**config.mk**
```make
export PLATFORM = sky130hd
export DESIGN_NAME = shiftreg_rw_engine_flat
export DESIGN_NICKNAME = d
export VERILOG_FILES = /design/src/rtl/shiftreg_rw_engine_if.sv /design/src/rtl/shiftreg_rw_engine.sv /design/src/flat_wrapper.sv
export SDC_FILE = /design/constraint.sdc
export NUM_CORES = 1
export LEC_CHECK = 0
export BUFFER_PORTS_ARGS = -buffer_cell sky130_fd_sc_hd__buf_2
export CAP_MARGIN = 20
export CORE_MARGIN = 2
export CORE_UTILIZATION = 25
export DETAILED_ROUTE_END_ITERATION = 16
export HOLD_SLACK_MARGIN = 0.08
export SYNTH_ARGS = -nofsm -noshare
export SYNTH_HDL_FRONTEND = slang
export SYNTH_SLANG_ARGS = --single-unit
```
**constraint.sdc**
```tcl
create_clock -name clk_in -period 1.74 [get_ports clk_in]
set_input_delay 0.174 -clock clk_in [delete_from_list [all_inputs] [get_ports clk_in]]
set_output_delay 0.174 -clock clk_in [all_outputs]
set_load 0.02 [all_outputs]
```
**src/rtl/shiftreg_rw_engine_if.sv**
```systemverilog
// Host-side handshake bundle for shiftreg_rw_engine: start/write word in,
// busy/done/readback word out.
interface shiftreg_rw_engine_if #(
    parameter int WIDTH = 32
);
    logic             start;
    logic [WIDTH-1:0] wr_data;
    logic             busy;
    logic             done;
    logic [WIDTH-1:0] rd_data;

    modport master (
        output start,
        output wr_data,
        input  busy,
        input  done,
        input  rd_data
    );

    modport slave (
        input  start,
        input  wr_data,
        output busy,
        output done,
        output rd_data
    );
endinterface

```
**src/rtl/shiftreg_rw_engine.sv**
```systemverilog
// Serial shift-register write/readback engine: turns the synchronized divider clock
// into a gated sr_clk, MSB-first sr_din and an sr_load strobe, capturing sr_dout.
module shiftreg_rw_engine #(
    parameter int WIDTH     = 32,
    parameter int CNT_WIDTH = $clog2(WIDTH + 1)
) (
    input  logic                      clk_in,
    input  logic                      rst_n,
    input  logic                      sclk_in,
    shiftreg_rw_engine_if.slave       bus,
    output logic                      sr_clk,
    output logic                      sr_din,
    output logic                      sr_load,
    input  logic                      sr_dout
);

    localparam logic [1:0] ST_IDLE  = 2'd0;
    localparam logic [1:0] ST_ARM   = 2'd1;
    localparam logic [1:0] ST_SHIFT = 2'd2;
    localparam logic [1:0] ST_LOAD  = 2'd3;

    logic                 r_s1;
    logic                 r_s2;
    logic                 r_s3;
    logic [1:0]           r_state;
    logic [WIDTH-1:0]     r_shreg;
    logic [CNT_WIDTH-1:0] r_cnt;
    logic                 r_busy;
    logic                 r_done;
    logic                 r_sr_clk;
    logic                 r_sr_din;
    logic                 r_sr_load;
    logic [WIDTH-1:0]     r_rd_data;

    logic                 w_rise;
    logic                 w_fall;

    // sclk_in is asynchronous to clk_in: two flops to synchronize, a third to detect edges.
    always_ff @(posedge clk_in or negedge rst_n) begin
        if (!rst_n) begin
            r_s1 <= 1'b0;
            r_s2 <= 1'b0;
            r_s3 <= 1'b0;
        end else begin
            r_s1 <= sclk_in;
            r_s2 <= r_s1;
            r_s3 <= r_s2;
        end
    end

    assign w_rise = r_s2 & ~r_s3;
    assign w_fall = ~r_s2 & r_s3;

    always_ff @(posedge clk_in or negedge rst_n) begin
        if (!rst_n) begin
            r_state   <= ST_IDLE;
            r_shreg   <= '0;
            r_cnt     <= '0;
            r_busy    <= 1'b0;
            r_done    <= 1'b0;
            r_sr_clk  <= 1'b0;
            r_sr_din  <= 1'b0;
            r_sr_load <= 1'b0;
            r_rd_data <= '0;
        end else begin
            r_done <= 1'b0;
            case (r_state)
                ST_IDLE: begin
                    if (bus.start) begin
                        r_shreg <= bus.wr_data;
                        r_cnt   <= CNT_WIDTH'(WIDTH);
                        r_busy  <= 1'b1;
                        r_state <= ST_ARM;
                    end
                end
                // Wait for a fall so the first data bit gets a full half period of setup.
                ST_ARM: begin
                    if (w_fall) begin
                        r_sr_din <= r_shreg[WIDTH-1];
                        r_state  <= ST_SHIFT;
                    end
                end
                ST_SHIFT: begin
                    if (w_rise) begin
                        r_sr_clk <= 1'b1;
                        r_shreg  <= {r_shreg[WIDTH-2:0], sr_dout};
                        r_cnt    <= r_cnt - CNT_WIDTH'(1);
                    end else if (w_fall) begin
                        r_sr_clk <= 1'b0;
                        if (r_cnt != '0) begin
                            r_sr_din <= r_shreg[WIDTH-1];
                        end else begin
                            r_sr_din  <= 1'b0;
                            r_sr_load <= 1'b1;
                            r_state   <= ST_LOAD;
                        end
                    end
                end
                ST_LOAD: begin
                    if (w_fall) begin
                        r_sr_load <= 1'b0;
                        r_rd_data <= r_shreg;
                        r_done    <= 1'b1;
                        r_busy    <= 1'b0;
                        r_state   <= ST_IDLE;
                    end
                end
                default: r_state <= ST_IDLE;
            endcase
        end
    end

    assign bus.busy    = r_busy;
    assign bus.done    = r_done;
    assign bus.rd_data = r_rd_data;
    assign sr_clk      = r_sr_clk;
    assign sr_din      = r_sr_din;
    assign sr_load     = r_sr_load;

endmodule

```
**src/flat_wrapper.sv**
```systemverilog
// flat-port wrapper written by rule: the top's interface ports become plain ports
module shiftreg_rw_engine_flat 
#(
    parameter int WIDTH     = 32,
    parameter int CNT_WIDTH = $clog2(WIDTH + 1)
)
  (clk_in, rst_n, sclk_in, sr_clk, sr_din, sr_load, sr_dout, bus_start, bus_wr_data, bus_busy, bus_done, bus_rd_data);
  shiftreg_rw_engine_if #(.WIDTH(WIDTH)) bus_i ();
  input  logic clk_in;
  input  logic rst_n;
  input  logic sclk_in;
  output logic sr_clk;
  output logic sr_din;
  output logic sr_load;
  input  logic sr_dout;
  input wire logic [$bits(bus_i.start)-1:0] bus_start;
  input wire logic [$bits(bus_i.wr_data)-1:0] bus_wr_data;
  output wire logic [$bits(bus_i.busy)-1:0] bus_busy;
  output wire logic [$bits(bus_i.done)-1:0] bus_done;
  output wire logic [$bits(bus_i.rd_data)-1:0] bus_rd_data;
  assign bus_i.start = bus_start;
  assign bus_i.wr_data = bus_wr_data;
  assign bus_busy = bus_i.busy;
  assign bus_done = bus_i.done;
  assign bus_rd_data = bus_i.rd_data;
  shiftreg_rw_engine #(.WIDTH(WIDTH), .CNT_WIDTH(CNT_WIDTH)) u_core (.clk_in(clk_in), .rst_n(rst_n), .sclk_in(sclk_in), .bus(bus_i), .sr_clk(sr_clk), .sr_din(sr_din), .sr_load(sr_load), .sr_dout(sr_dout));
endmodule
```
# Word-level counts from Yosys, hierarchy flattened

Index checks and enable logic that the tools add are counted.

Logic and storage cells: 69
Output and inout port bits: 37
Register bits after elaboration: 80

Add/subtract/negate cells: 1
Mux-type cells: 28
Bitwise gates (word level): 4
Equality and inequality tests: 10
Reduce and logical (&&, ||, !) cells: 14

Operator list:

| kind                                                               | count |
|---|---|
| 32-bit two-way mux                                                 | 2 |
| 32-bit one-hot mux with 2 select lines                             | 1 |
| 1-bit two-way mux                                                  | 12 |
| 2-bit two-way mux                                                  | 6 |
| 6-bit two-way mux                                                  | 2 |
| 6-bit one-hot mux with 2 select lines                              | 1 |
| 2-bit nonzero test                                                 | 5 |
| 2-bit by 1-bit != test with 1-bit output, second input constant    | 4 |
| 2-bit one-hot mux with 4 select lines                              | 1 |
| 2-bit != test, second input constant                               | 3 |
| 1-bit one-hot mux with 2 select lines                              | 3 |
| 3-bit AND reduction                                                | 2 |
| 6-bit AND reduction                                                | 1 |
| 6-bit nonzero test                                                 | 1 |
| 6-bit by 1-bit subtractor with 6-bit output, second input constant | 1 |
| 5-bit AND reduction                                                | 1 |
| 2-bit == test, second input constant                               | 2 |
| 2-bit AND reduction                                                | 2 |
| 4-bit AND reduction                                                | 1 |
| 1-bit AND                                                          | 2 |
| 2-bit by 1-bit == test with 1-bit output, second input constant    | 1 |
| 2-bit zero test                                                    | 1 |
| 1-bit NOT                                                          | 2 |

# Logic depth before layout (Yosys ltp)

Depth in word-level cells: 5
Mapped depth: 9
Gate-level depth less buffers: 6

# Least setup slack after synthesis

OpenSTA, ideal clock, no wires.

Kind: register to register
Start point: reg u_core.r_state[0]
End point: reg u_core.r_shreg[16]
Data required time: 1.614 ns
Setup time: 0.126 ns
Slack: -0.051 ns
Buffers on the path: 3
Cell stages (with the launch flop): 10
Arrival: 1.665 ns
Cells stage by stage: dfrtp_1 inv_1 ha_1 buf_6 mux2_4 and2_1 clkbuf_2 clkbuf_1 nor2_1 a21oi_1

Word-level cells in the longest chain between the ends: 3
Elaborated cells between the ends (all ways): 7

RTL lines:

| what                                                                             | RTL line                 | text |
|---|---|---|
| from (decl)                                                                      | shiftreg_rw_engine.sv:25 | `logic [1:0] r_state;` |
| from (signal assigned)                                                           | shiftreg_rw_engine.sv:56 | `r_state <= ST_IDLE;` |
| from (signal assigned)                                                           | shiftreg_rw_engine.sv:73 | `r_state <= ST_ARM;` |
| from (signal assigned)                                                           | shiftreg_rw_engine.sv:80 | `r_state <= ST_SHIFT;` |
| 2-bit == test / 2-bit zero test (equally long branches)                          | shiftreg_rw_engine.sv:67 | `case (r_state)` |
| 2-bit by 1-bit != test with 1-bit output (no line), or another cell as far along | n/a                      |  |
| 3-bit AND reduction (no line)                                                    | n/a                      |  |
| to (signal assigned)                                                             | shiftreg_rw_engine.sv:70 | `r_shreg <= bus.wr_data;` |
| to (signal assigned)                                                             | shiftreg_rw_engine.sv:86 | `r_shreg <= {r_shreg[WIDTH-2:0], sr_dout};` |
| to (decl)                                                                        | shiftreg_rw_engine.sv:26 | `logic [WIDTH-1:0] r_shreg;` |

Parallel ways exist; a longest one is shown, timed or not.
A chain may end at the register's enable or synchronous reset.

# Final worst setup path

Start point: reg u_core.r_s3
End point: reg u_core.r_shreg[15]

Word-level cells in the longest chain between the ends: 4

RTL lines:

| what                                               | RTL line                 | text |
|---|---|---|
| from (decl)                                        | shiftreg_rw_engine.sv:24 | `logic r_s3;` |
| from (signal assigned)                             | shiftreg_rw_engine.sv:47 | `r_s3 <= r_s2;` |
| 1-bit NOT                                          | shiftreg_rw_engine.sv:51 | `assign w_rise = r_s2 & ~r_s3;` |
| 1-bit AND                                          | shiftreg_rw_engine.sv:51 |  |
| via u_core.w_rise                                  | shiftreg_rw_engine.sv:35 | `logic w_rise;` |
| 2-bit by 1-bit != test with 1-bit output (no line) | n/a                      |  |
| 3-bit AND reduction (no line)                      | n/a                      |  |

The timed path passes the listed nets, and every way through them passes these cells.

==> results.sh <==
export IMPL_pin_count=74
export IMPL_period_minus_slack_ns=1.650
export IMPL_wirelength_um=7665
export IMPL_htreeDepth=3
export IMPL_async_flop_share_pct=100.0
export IMPL_start_util_pct=25.43
export IMPL_grt_ovfl_total=0
export IMPL_rows=43
export IMPL_grt_pass1_vias=2526
export IMPL_fin_ws_ns=0.08950
export IMPL_syn_inst=287
export IMPL_fmax_mhz=605.9
export IMPL_fin_cells=562
export IMPL_worst_pin_slew_ns=0.4110
export IMPL_cts_buffers=9
export IMPL_die_area_mm2=0.01497
export IMPL_seq_area_mm2=0.002002
export IMPL_skew_ns=0.008472
export IMPL_diodes=0
export IMPL_cp_required_ns=1.95
export IMPL_cts_root_buf="clkbuf_16"
export IMPL_cts_sinks=80
export IMPL_drtPass1Iterations=4
export IMPL_timing_critical_path_mode_cell="buf_4"
export IMPL_fill_cells=1455
export IMPL_power_mw=8.960
export IMPL_grt_max_degree=43
export IMPL_synth_seq_cells=80
export IMPL_p_per_area_mw_per_mm2=1985
export IMPL_yosysUniqueCellTypes=29
export IMPL_grtUsageTotal_pct=11.28
export IMPL_critical_path_class="reg -> reg"
export IMPL_antenna_left=0
export IMPL_status="completed"
export IMPL_final_cell_mix="dfrtp_1, buf_2, nor2_1, mux2i_1, mux2_2"
export IMPL_cp_max_fo=14
export IMPL_drc_errors=0
export IMPL_ys_flop_type="dfrtp_1"
export IMPL_yosysWarningCount=0
export IMPL_cts_buffer_depth=2
export IMPL_multi_input_area_mm2=0.001414
export IMPL_vias=2466
export IMPL_syn_area_mm2=0.003502
export IMPL_portBuffers=73
export IMPL_ys_seq_area_share_pct=57.16
export IMPL_finalSetupViolCount=0
export IMPL_synth_edf_count=0
export IMPL_gp_congestion=0.8246
export IMPL_placed_cells=540
export IMPL_maxCapViolations=0
export IMPL_viasPerCell=4.388
export IMPL_layout_commonest_cell="dfrtp_1"
export IMPL_worstPathCellList="inv_1 -> ha_2 -> buf_4 -> mux2_4 -> and2_4 -> buf_4 -> nor2_1 -> a21oi_1"
export IMPL_layout_drive_gt1_share_pct=38.74
export IMPL_fin_nets=423
export IMPL_post_route_period_util_pct=94.86
export IMPL_insertion_delay_ns=0.34
export IMPL_vdd_ir_drop_worst_mv=0.7232
export IMPL_cpPeakStageDelay_ns=0.35
export IMPL_cpMaxStageDelayCell="dfrtp_1"
export IMPL_post_place_ws_ns=-0.09494
export IMPL_path_clk_slew_ns=0.06
export IMPL_wire_per_inst_um=13.64
export IMPL_hold_path_class="in -> reg"
export IMPL_leakage_nw=2.018
export IMPL_worst_setup_path_end_kind="register"
export IMPL_slew_viol_final=0
export IMPL_syn_avg_cell_area_um2=12.20
export IMPL_dp_hpwl_um=5266
export IMPL_die_h_um=122.4
export IMPL_slew_headroom_pct=72.60
export IMPL_synth_nets=333
export IMPL_syn_to_final_growth_pct=28.87
export IMPL_die_w_um=122.4
export IMPL_drt_iter0_markers=83
export IMPL_postLayoutCoreUtil_pct=32.77
export IMPL_antenna_found_initial=0
export IMPL_startpoint_type="register"
export IMPL_tns_ns=0
export IMPL_fp_coreArea_mm2=0.01377
export IMPL_cts_tree="built"
export IMPL_crit_arrival_ns=1.86
export IMPL_finalHoldViolations=0
export IMPL_grt_pass1_wl_um=12880
## logic make-up after synthesis
logic type	count (synthesis)	share of synthesized area (%)
compound gates	43	6.717
xor+xnor	4	1.000
fa+ha+maj	9	3.215
buf+inv	25	3.787
flops	80	57.16
mux	67	20.47
simple gates	59	7.646
## layer usage
metal | vias up | track usage (%) | wire [um]
li1 | 1179 | - | -
met1 | 1210 | 13.67 | 3495
met2 | 68 | 17.71 | 3499
met3 | 9 | 4.833 | 525
met4 | 0 | 4.382 | 144
met5 | - | 0 | 0
## state kept, by name (all words and copies together) (netlist names)
signal and cells:
u_core.bus.rd_data 32, u_core.r_shreg 32, u_core.r_cnt 6, u_core.r_state 2, u_core.bus.busy 1, u_core.bus.done 1
u_core.r_s1 1, u_core.r_s2 1, u_core.r_s3 1, u_core.sr_clk 1, u_core.sr_din 1, u_core.sr_load 1
## metrics by stage
stage / cell area (um^2) / hold slack, ns
6_report: 4513 / 0.1357
5_1_grt: 4513 / 0.1383
4_1_cts: 4472 / 0.1158
3_5_place_dp: 4170 / 0.01063
3_3_place_gp: 4170 / 0.005729
2_1_floorplan: 3517 / -0.1216
## path summary, 6_finish.rpt
kind,cells past startpoint,slack [ns],to,from
max reg2reg,8,0.09,u_core.r_shreg[15],u_core.r_s3
min,3,0.14,u_core.r_shreg[9],bus_wr_data[9]
min reg2reg,0,0.35,u_core.r_s2,u_core.r_s1
max in group asynchronous,3,0.90,u_core.r_shreg[3],rst_n
min in group asynchronous,2,0.22,u_core.r_shreg[19],rst_n
max,8,0.09,u_core.r_shreg[15],u_core.r_s3
## power breakdown
| part | switching, mW | internal, mW |
|---|---|---|
| clock | 0.713 | 0.965 |
| sequential | 0.573 | 2.76 |
| combinational | 2.16 | 1.79 |
## cell usage after synthesis (all sizes together), types with 2 or more instances
cell type / instances / area [um^2]
dfrtp: 80 / 2002
inv: 9 / 33.78
nand4: 2 / 12.51
nand3: 4 / 20.02
ha: 9 / 112.6
clkbuf: 6 / 23.77
mux2i: 33 / 330.3
mux2: 34 / 386.6
nand2b: 3 / 18.77
nand3b: 2 / 15.01
nand4b: 2 / 17.52
buf: 10 / 75.07
o21ai: 5 / 25.02
a21oi: 33 / 165.2
nor2: 38 / 142.6
nand2: 4 / 15.01
xor2: 4 / 35.03
## what timing repair did
action	in CTS	in global routing
cloned	0	0
hold buffers	2	0
resized for setup	4	6
hold endpoints to repair	81	0
buffers inserted	1	3
setup endpoints to repair	8	16
pin swaps	0	2
## final cells by class
cell class	instances	area share, %
clock buffers	13	5.323
inverters	9	0.7485
flip-flops and latches	80	44.36
clock inverters	3	0.4159
repair buffers	95	12.84
well taps	180	4.990
multi-input cells	182	31.33
## worst max-delay path, delay by kind of cell (launching register included)
family | cells | cell delay (ns)
buffers and inverters | 3 | 0.37
flip-flops | 1 | 0.35
AND/OR/NAND/NOR | 2 | 0.29
multiplexers | 1 | 0.26
adder cells (fa/ha/maj) | 1 | 0.19
AO/OA/AOI/OAI | 1 | 0.05
(Power assumes the default switching activity.)
